$ cat src/rtl/l2_rr_arbiter_pkg.sv
// Shared L2 configuration and types.
//   L2_NUM_PORTS : default number of requesting L2 ports
//   arb_state_t  : round-robin arbiter state (idle / holding a grant)
package l2_config_and_types;

    localparam int L2_NUM_PORTS = 4;

    typedef enum logic [0:0] {
        ARB_IDLE   = 1'b0,
        ARB_LOCKED = 1'b1
    } arb_state_t;

endpackage

$ cat src/rtl/l2_rr_arbiter_if.sv
// L2 arbitration interface between the L2 front-end (master) and the
// round-robin arbiter (slave).
//   requests      : per-port request vector, driven by master
//   strobe        : master accepts the presented grant this cycle
//   grantee_i     : granted port index, driven by slave
//   grantee_v     : one-hot granted port, driven by slave
//   grantee_valid : grantee_i / grantee_v are meaningful, driven by slave
interface l2_rr_arbiter_if
    import l2_config_and_types::*;
#(
    parameter int NUM_PORTS = L2_NUM_PORTS
) ();

    localparam int IW = $clog2(NUM_PORTS);

    logic [NUM_PORTS-1:0] requests;
    logic                 strobe;
    logic [IW-1:0]        grantee_i;
    logic [NUM_PORTS-1:0] grantee_v;
    logic                 grantee_valid;

    modport master (
        output requests, strobe,
        input  grantee_i, grantee_v, grantee_valid
    );

    modport slave (
        input  requests, strobe,
        output grantee_i, grantee_v, grantee_valid
    );

endinterface

$ cat src/rtl/l2_rr_arbiter_picker.sv
// Combinational round-robin picker.
//   requests    : per-port request vector
//   last_ptr    : index of the last accepted grantee
//   pick_idx    : first requesting port at or after last_ptr+1 (with wrap)
//   pick_onehot : one-hot of pick_idx, zero when nothing requests
//   any         : at least one port requests
module l2_rr_picker
    import l2_config_and_types::*;
#(
    parameter int NUM_PORTS = L2_NUM_PORTS,
    localparam int IW = $clog2(NUM_PORTS)
) (
    input  logic [NUM_PORTS-1:0] requests,
    input  logic [IW-1:0]        last_ptr,
    output logic [IW-1:0]        pick_idx,
    output logic [NUM_PORTS-1:0] pick_onehot,
    output logic                 any
);

    localparam int unsigned NP = NUM_PORTS;

    logic [2*NUM_PORTS-1:0] dbl;
    logic [2*NUM_PORTS-1:0] masked;
    int unsigned            start;

    // The request vector is duplicated and bits below the start position are
    // masked off, so a plain low-to-high priority search over the doubled
    // vector wraps correctly for any port count, including non-powers of two.
    always_comb begin
        start = 32'(last_ptr) + 32'd1;
        if (start >= NP) begin
            start = 0;
        end
        dbl    = {requests, requests};
        masked = '0;
        for (int unsigned i = 0; i < 2 * NP; i++) begin
            masked[i] = dbl[i] && (i >= start);
        end

        any         = 1'b0;
        pick_idx    = '0;
        pick_onehot = '0;
        for (int unsigned i = 0; i < 2 * NP; i++) begin
            if (!any && masked[i]) begin
                any      = 1'b1;
                pick_idx = IW'((i >= NP) ? (i - NP) : i);
            end
        end
        if (any) begin
            pick_onehot[pick_idx] = 1'b1;
        end
    end

endmodule

$ cat src/rtl/l2_rr_arbiter.sv
// Round-robin arbiter for the L2 request ports (slave side of the L2
// arbitration interface). Presents a grant combinationally and holds it
// until the master strobes acceptance.
//   clk : clock
//   rst : asynchronous active-high reset
//   arb : arbitration interface, slave modport
module l2_rr_arbiter
    import l2_config_and_types::*;
#(
    parameter int NUM_PORTS = L2_NUM_PORTS
) (
    input  logic                clk,
    input  logic                rst,
    l2_rr_arbiter_if.slave      arb
);

    localparam int IW = $clog2(NUM_PORTS);

    if (NUM_PORTS < 2) begin : g_param_check
        $error("l2_rr_arbiter: NUM_PORTS must be at least 2");
    end

    arb_state_t           state;
    logic [IW-1:0]        last_ptr;
    logic [IW-1:0]        lock_idx;
    logic [IW-1:0]        pick_idx;
    logic [NUM_PORTS-1:0] pick_onehot;
    logic                 pick_any;
    logic                 lock_valid;

    l2_rr_picker #(
        .NUM_PORTS (NUM_PORTS)
    ) u_picker (
        .requests    (arb.requests),
        .last_ptr    (last_ptr),
        .pick_idx    (pick_idx),
        .pick_onehot (pick_onehot),
        .any         (pick_any)
    );

    assign lock_valid = arb.requests[lock_idx];

    always_comb begin
        arb.grantee_i     = '0;
        arb.grantee_v     = '0;
        arb.grantee_valid = 1'b0;
        if (state == ARB_LOCKED) begin
            arb.grantee_i           = lock_idx;
            arb.grantee_v[lock_idx] = 1'b1;
            arb.grantee_valid       = lock_valid;
        end else begin
            arb.grantee_i     = pick_idx;
            arb.grantee_v     = pick_onehot;
            arb.grantee_valid = pick_any;
        end
    end

    always_ff @(posedge clk or posedge rst) begin
        if (rst) begin
            state    <= ARB_IDLE;
            last_ptr <= IW'(NUM_PORTS - 1);
            lock_idx <= '0;
        end else begin
            case (state)
                ARB_IDLE: begin
                    if (pick_any) begin
                        if (arb.strobe) begin
                            last_ptr <= pick_idx;
                        end else begin
                            lock_idx <= pick_idx;
                            state    <= ARB_LOCKED;
                        end
                    end
                end
                ARB_LOCKED: begin
                    // A withdrawn request drops the lock without advancing
                    // last_ptr; any strobe in that cycle is ignored.
                    if (!lock_valid) begin
                        state <= ARB_IDLE;
                    end else if (arb.strobe) begin
                        last_ptr <= lock_idx;
                        state    <= ARB_IDLE;
                    end
                end
                default: state <= ARB_IDLE;
            endcase
        end
    end

`ifndef SYNTHESIS
    a_onehot0 : assert property (@(posedge clk) disable iff (rst)
        $onehot0(arb.grantee_v));

    a_valid_has_request : assert property (@(posedge clk) disable iff (rst)
        arb.grantee_valid |-> arb.requests[arb.grantee_i]);

    a_lock_stable : assert property (@(posedge clk) disable iff (rst)
        (state == ARB_LOCKED && !arb.strobe) |-> $stable(arb.grantee_i));

    a_no_withdraw : assert property (@(posedge clk) disable iff (rst)
        (state == ARB_LOCKED) |-> lock_valid)
        else $warning("l2_rr_arbiter: port %0d withdrew its request while its grant was held", lock_idx);
`endif

endmodule

$ cat src/flat_wrapper.sv
// flat-port wrapper written by rule: the top's interface ports become plain ports
module l2_rr_arbiter_flat import l2_config_and_types::*;
#(
    parameter int NUM_PORTS = L2_NUM_PORTS
)
  (clk, rst, arb_requests, arb_strobe, arb_grantee_i, arb_grantee_v, arb_grantee_valid);
  l2_rr_arbiter_if #(.NUM_PORTS(NUM_PORTS)) arb_i ();
  input  logic clk;
  input  logic rst;
  input wire logic [$bits(arb_i.requests)-1:0] arb_requests;
  input wire logic [$bits(arb_i.strobe)-1:0] arb_strobe;
  output wire logic [$bits(arb_i.grantee_i)-1:0] arb_grantee_i;
  output wire logic [$bits(arb_i.grantee_v)-1:0] arb_grantee_v;
  output wire logic [$bits(arb_i.grantee_valid)-1:0] arb_grantee_valid;
  assign arb_i.requests = arb_requests;
  assign arb_i.strobe = arb_strobe;
  assign arb_grantee_i = arb_i.grantee_i;
  assign arb_grantee_v = arb_i.grantee_v;
  assign arb_grantee_valid = arb_i.grantee_valid;
  l2_rr_arbiter #(.NUM_PORTS(NUM_PORTS)) u_core (.clk(clk), .rst(rst), .arb(arb_i));
endmodule
$ cat config.mk
export PLATFORM = sky130hd
export DESIGN_NAME = l2_rr_arbiter_flat
export DESIGN_NICKNAME = d
export VERILOG_FILES = /design/src/rtl/l2_rr_arbiter_pkg.sv /design/src/rtl/l2_rr_arbiter_if.sv /design/src/rtl/l2_rr_arbiter_picker.sv /design/src/rtl/l2_rr_arbiter.sv /design/src/flat_wrapper.sv
export SDC_FILE = /design/constraint.sdc
export NUM_CORES = 1
export LEC_CHECK = 0
export CAP_MARGIN = 15
export CORE_MARGIN = 4
export CORE_UTILIZATION = 25
export CTS_CLUSTER_DIAMETER = 30
export DETAILED_ROUTE_END_ITERATION = 10
export DONT_BUFFER_PORTS = 1
export SLEW_MARGIN = 15
export SYNTH_ARGS = -nofsm -noshare
export SYNTH_HDL_FRONTEND = slang
export SYNTH_SLANG_ARGS = --single-unit
$ cat constraint.sdc
create_clock -name clk -period 2.6 [get_ports clk]
set_clock_uncertainty 0.05 [all_clocks]
set_input_delay 0.52 -clock clk [delete_from_list [all_inputs] [get_ports clk]]
set_output_delay 0.52 -clock clk [all_outputs]
set_load 0.03 [all_outputs]
== Word-level counts from Yosys, hierarchy flattened ==
Cells that the tools add are included.
W data, S select, Z words.

* Register bits after elaboration: 5
* Input port bits: 7
* Output and inout bits: 7
* Logic and storage cells: 84

* $add $sub $neg: 1
* Order comparisons: 13
* Eq/ne operators: 4
* Mux-type cells: 35
* Bitwise gates (word level): 2
* Reductions and logical operators: 26

{| class="wikitable"
|+ Operators with widths
! operator !! count
|-
| $ge A3 B32 Y1 const A || 4
|-
| $ge A1 B32 Y1 const A || 2
|-
| $ge A2 B32 Y1 const A || 2
|-
| $ge A32 B3 Y1 const B || 1
|-
| $mux W32 || 1
|-
| $mux W2 || 11
|-
| $logic_and A1 B1 Y1 || 17
|-
| $mux W1 || 16
|-
| $mux W4 || 2
|-
| $logic_not A1 Y1 || 7
|-
| $lt A2 B3 Y1 const B || 2
|-
| $ne A2 B2 Y1 const B || 3
|-
| $demux W1 S2 || 2
|-
| $ge A2 B1 Y1 const B || 2
|-
| $pmux W2 S2 || 1
|-
| $reduce_and A4 Y1 || 1
|-
| $add A2 B1 Y3 const B || 1
|-
| $reduce_and A3 Y1 || 1
|-
| $bmux W1 S2 || 1
|-
| $ne A2 B1 Y1 const B || 1
|-
| $not A1 Y1 || 2
|-
| $pmux W1 S2 || 1
|}

== Logic depth before layout (Yosys ltp) ==
* Depth after elaboration: 33
* Mapped depth: 6
* Mapped depth without buffers: 6

== Cells and area by module ==
Synthesis repeated with hierarchy kept, for this count alone.

* Cells, all modules: 56
* Area, all modules: 489.2 sq um

{| class="wikitable"
|+ Modules (own cells, without submodules)
! module !! instances !! cells an instance !! area each (sq um) !! seq. area each (sq um)
|-
| l2_rr_arbiter || 1 || 35 || 344.1 || 127.6
|-
| l2_rr_picker || 1 || 21 || 145.1 || 0.0
|}

== Worst setup path after synthesis ==
Ideal clock, no wire load.

* Kind: register to output
* From: register u_core.last_ptr[0]
* To: output port arb_grantee_v[2]
* Arrival: 2.210 ns
* Required time: 2.030 ns
* Slack: -0.180 ns
* Stages on the path, launching flop included: 6
* Path buffers: 0
* Path through: dfstp_2 > inv_1 > ha_1 > a22o_1 > or2_2 > o32ai_1

* Word-level cells in the longest chain between the ends: 33
* Elaborated cells on any way between the ends: 55
* Those cells by class: 1 x add/sub; 11 x order compare; 20 x mux; 23 x reduce/logical

{| class="wikitable"
|+ RTL lines
! what !! RTL line !! RTL
|-
| start: declaration || l2_rr_arbiter.sv:24 || <nowiki>logic [IW-1:0] last_ptr;</nowiki>
|-
| start signal: assignment || l2_rr_arbiter.sv:61 || <nowiki>last_ptr <= IW'(NUM_PORTS - 1);</nowiki>
|-
| start signal: assignment || l2_rr_arbiter.sv:68 || <nowiki>last_ptr <= pick_idx;</nowiki>
|-
| start signal: assignment || l2_rr_arbiter.sv:81 || <nowiki>last_ptr <= lock_idx;</nowiki>
|-
| $add A2 B1 Y3 (*) || l2_rr_arbiter_picker.sv:30 || <nowiki>start = 32'(last_ptr) + 32'd1;</nowiki>
|-
| $ge A32 B3 Y1 || l2_rr_arbiter_picker.sv:31 || <nowiki>if (start >= NP) begin</nowiki>
|-
| $mux W32 (*) || l2_rr_arbiter_picker.sv:31 ||
|-
| $ge A1 B32 Y1 || l2_rr_arbiter_picker.sv:37 || <nowiki>masked[i] = dbl[i] && (i >= start);</nowiki>
|-
| $logic_and A1 B1 Y1 || l2_rr_arbiter_picker.sv:37 ||
|-
| $mux W1 || l2_rr_arbiter_picker.sv:44 || <nowiki>if (!any && masked[i]) begin</nowiki>
|-
| $logic_not A1 Y1 || l2_rr_arbiter_picker.sv:44 ||
|-
| $logic_and A1 B1 Y1 || l2_rr_arbiter_picker.sv:44 ||
|-
| [... 17 more ...] || n/a ||
|-
| $logic_and A1 B1 Y1 || l2_rr_arbiter_picker.sv:44 ||
|-
| $mux W2 || l2_rr_arbiter_picker.sv:44 ||
|-
| $lt A2 B3 Y1 (not written as such) or $ge A2 B1 Y1 (tied branches) || l2_rr_arbiter_picker.sv:50 || <nowiki>pick_onehot[pick_idx] = 1'b1;</nowiki>
|-
| $logic_and A1 B1 Y1 (not written as such) || l2_rr_arbiter_picker.sv:50 ||
|-
| $mux W1 (not written as such) || l2_rr_arbiter_picker.sv:50 ||
|-
| $demux W1 S2 || l2_rr_arbiter_picker.sv:50 ||
|-
| $mux W4 (*) || l2_rr_arbiter_picker.sv:49 || <nowiki>if (any) begin</nowiki>
|-
| $mux W4 (*) || l2_rr_arbiter.sv:47 || <nowiki>if (state == ARB_LOCKED) begin</nowiki>
|-
| end: declaration || flat_wrapper.sv:13 || <nowiki>output wire logic [$bits(arb_i.grantee_v)-1:0] arb_grantee_v;</nowiki>
|}

Every way passes the cells marked *; elsewhere a longest branch is shown, timed or not.

== Worst setup path in the final report ==
* From: register u_core.last_ptr[0]
* To: output port arb_grantee_i[0]

* Word-level cells in the longest chain between the ends: 28
* Elaborated cells on any way between the ends: 48
* Those cells by class: 1 x add/sub; 9 x order compare; 16 x mux; 22 x reduce/logical

{| class="wikitable"
|+ RTL lines
! what !! RTL line !! RTL
|-
| $add A2 B1 Y3 (*) || l2_rr_arbiter_picker.sv:30 ||
|-
| $ge A32 B3 Y1 || l2_rr_arbiter_picker.sv:31 ||
|-
| $mux W32 (*) || l2_rr_arbiter_picker.sv:31 ||
|-
| $ge A1 B32 Y1 || l2_rr_arbiter_picker.sv:37 ||
|-
| $logic_and A1 B1 Y1 || l2_rr_arbiter_picker.sv:37 ||
|-
| $mux W1 || l2_rr_arbiter_picker.sv:44 ||
|-
| $logic_not A1 Y1 || l2_rr_arbiter_picker.sv:44 ||
|-
| $logic_and A1 B1 Y1 || l2_rr_arbiter_picker.sv:44 ||
|-
| [... 12 more ...] || n/a ||
|-
| $mux W1 || l2_rr_arbiter_picker.sv:44 ||
|-
| $logic_not A1 Y1 || l2_rr_arbiter_picker.sv:44 ||
|-
| $logic_and A1 B1 Y1 || l2_rr_arbiter_picker.sv:44 ||
|-
| $mux W1 || l2_rr_arbiter_picker.sv:44 ||
|-
| $logic_not A1 Y1 || l2_rr_arbiter_picker.sv:44 ||
|-
| $logic_and A1 B1 Y1 || l2_rr_arbiter_picker.sv:44 ||
|-
| $mux W2 (*) || l2_rr_arbiter_picker.sv:44 ||
|-
| $mux W2 (*) || l2_rr_arbiter.sv:47 ||
|-
| end: declaration || flat_wrapper.sv:12 || <nowiki>output wire logic [$bits(arb_i.grantee_i)-1:0] arb_grantee_i;</nowiki>
|}

Marked as above.

==> results.py <==
metrics = {
    "die": {
        "chipHeight_um": 52.91,
        "core_sq_um": 1821,
        "rows": 15,
        "ios": 14,
        "die-area_sq_um": 2799,
        "fp.dieW_um": 52.91,
        "initial_core_util_pct": 27.70,
    },
    "power": {
        "leakage_nw": 0.2940,
        "p_per_area_nw_per_um2": 1316,
        "ir_drop_v": 0.0004840,
    },
    "final_layout": {
        "utilization_pct": 38.42,
        "area_growth_pct": 38.71,
        "fin_cells": 90,
        "diodes": 0,
        "drive_gt1_share_pct": 49.23,
        "nets": 76,
        "finalInstanceArea_sq_um": 699.4,
    },
    "logic_synthesis": {
        "ys_ff_latch": 5,
        "yosys-top-cells-area": "dfrtp_1 15%, dfstp_2 10%, ha_1 7.4%",
        "synth_most_common_cell": "inv_1",
        "synth_fp_nets": 67,
        "synth_ff_type": "dfrtp_1",
        "ys_top_cells_by_count": "6 x inv_1, 4 x nand2_1",
        "synth_edf_count": 0,
        "synth_cells": 57,
        "synth.distinct_cells": 30,
        "yosysTopAreaCell": "dfrtp_1",
        "synth-seq-area-share_pct": 25.31,
        "postSynth.asyncResetShare_pct": 100.0,
        "synth_area_sq_um": 504.2,
        "synth_top_area_share_pct": 14.89,
        "synth.avg_cell_area_sq_um": 8.846,
        "ys_warn_count": 0,
    },
    "setup_path": {
        "cp_slowest_cell": "dfstp_2",
        "cp-end-kind": "output port",
        "crit_fanout": 4,
        "reg2reg_slack_ps": 420,
        "crit_arrival_ps": 2020,
        "critPathLaunchType": "flip-flop",
        "reg2reg_depth": 6,
        "worst-path-buf-inv": 1,
        "critical-path-max-stage-delay_ps": 540,
        "r2r-end": "u_core.last_ptr[0]",
        "rr_startpoint": "u_core.last_ptr[0]",
        "crit_required_ps": 2030,
        "worstPathCellList": "inv_2, ha_4, a22o_4, or4_4, o22a_4",
        "critical_path.top_delay_family": "flip-flops",
        "path_class": "flip-flop to output port",
    },
    "place": {
        "hpwl_um": 962.9,
        "post-place-ws_ps": 85.83,
        "dp.cells": 85,
        "postPlaceCellArea_sq_um": 573.1,
        "gp_congestion": 0.7484,
        "port_buffers": 0,
    },
    "drt": {
        "num_vias": 485,
        "drc": 0,
        "routed_wirelength_mm": 1.342,
        "drt_iter0_markers": 3,
        "wl_per_cell_um": 14.91,
        "firstDrtPassIters": 4,
        "ant_nets": 0,
        "vias_per_cell": 5.389,
    },
    "job": {
        "drv_cap": 0,
    },
    "clocking": {
        "clkSlewWorstSetupHoldPaths_ps": 40,
        "cts_sinks": 5,
        "clock_latency_ps": 240,
        "cts_tree": "built",
        "cts_buffers": 3,
        "cts_root_buffer": "clkbuf_4",
        "clockBufferDepth": 2,
        "cts_htree_levels": 1,
    },
    "global_route": {
        "grtUsageTotal_pct": 10.35,
        "antenna_found_initial": 0,
        "grt.overflow.total": 0,
        "grt_pass1_wl_mm": 2.187,
        "grt_pass1_vias": 521,
        "grt_max_degree": 12,
    },
    "min_path": {
        "min_path_type": "input port to asynchronous set/reset pin",
    },
    "timing": {
        "timing.final.ws_setup_ps": 10.33,
        "fmax_mhz": 386.2,
        "rsz0062_at_grt": "true",
        "worst_slew_pin_slew_ps": 377.3,
        "hold_viol": 0,
        "slew_viol_final": 0,
        "slew_headroom_pct": 74.61,
        "final.period_utilization_pct": 99.60,
        "finalSetupViolations": 0,
        "layout_min_cycle_time_ps": 2590,
    },
    "run_status": {
        "status": "finished, final reports clean",
    },
}
==> final cells by class <==
cell class / instances / area, sq um
tap: 25 / 31.28
fill: 192 / 1121
timing repair buffer: 6 / 52.55
sequential: 5 / 127.6
clock buffer: 4 / 26.28
inverter: 6 / 22.52
multi-input combinational: 44 / 439.2
==> how the worst max path moves through the flow <==
stage | from | to | slack (ps) | depth (start not counted)
global route | u_core.last_ptr[0] | arb_grantee_i[0] | -40 | 5
CTS | u_core.last_ptr[0] | arb_grantee_v[1] | 20 | 7
finish | u_core.last_ptr[0] | arb_grantee_i[0] | 10 | 5
global placement | u_core.last_ptr[0] | arb_grantee_v[0] | 130 | 7
floorplan | u_core.last_ptr[0] | arb_grantee_v[1] | 90 | 6
detailed placement | u_core.last_ptr[0] | arb_grantee_v[0] | 90 | 7
==> stage by stage <==
| stage | TNS (ps) | hold WS [ps] | total power, mW |
|---|---|---|---|
| after global routing | -148.3 | 15.99 | 0.9798 |
| after CTS | 0 | 9.415 | 0.8459 |
| after global placement | 0 | 259.6 | 0.6723 |
| after floorplan | 0 | 247.1 | 0.5545 |
| after detailed placement | 0 | 265.2 | 0.6746 |
| final | 0 | 13.61 | 0.9202 |
==> metal layers <==
| layer | wire length [um] | GRT usage (%) | share of wire [%] | vias up |
|---|---|---|---|---|
| met5 | 0 | 0 | 0 | - |
| met2 | 705 | 18.39 | 53 | 8 |
| met3 | 82 | 2.817 | 6.1 | 0 |
| met4 | 0 | 4.255 | 0 | 0 |
| li1 | - | - | - | 233 |
| met1 | 554 | 11.45 | 41 | 244 |
==> registers in the layout (all words and copies together), names as in the netlist <==
name and count:
u_core.last_ptr 2, u_core.lock_idx 2, u_core.state 1
==> timing repair <==
item / in CTS / in global routing
setup endpoints to repair: 5 / 5
pin swaps: 5 / 4
gates resized for setup: 14 / 7
buffers inserted: 0 / 1
endpoints found under the hold margin: 0 / 0
hold buffers: 0 / 0
==> cells by family after synthesis <==
kind of cell	synth area share, %
buffers and inverters	7.443
adder cells (fa/ha/maj)	7.445
flip-flops	25.31
multiplexers	13.90
AND/OR/NAND/NOR	17.86
AO/OA/AOI/OAI	28.04
==> cell usage in the layout, fill, tap and decap left out, drive strengths merged <==
| cell type | count |
|---|---|
| mux4 | 1 |
| o32a | 1 |
| nand2 | 4 |
| a21boi | 1 |
| mux2i | 1 |
| buf | 6 |
| nor4 | 1 |
| dfrtp | 3 |
| inv | 6 |
| o22ai | 3 |
| dfstp | 2 |
| or2 | 1 |
| a21o | 1 |
| nor2 | 3 |
| a211o | 1 |
| mux2 | 3 |
| a31o | 1 |
| o22a | 1 |
| nor3 | 1 |
| nor2b | 2 |
| ha | 3 |
| a21oi | 2 |
| a22o | 2 |
| o32ai | 2 |
| or4 | 2 |
| clkbuf | 4 |
| nand2b | 3 |
| a221oi | 1 |
| o21ai | 2 |
| o31ai | 1 |
==> where the power goes <==
part,switching (mW),internal (mW)
clock,0.0281,0.0578
combinational,0.342,0.317
sequential,0.0509,0.125
total,0.421,0.499
(Power assumes the default switching activity.)
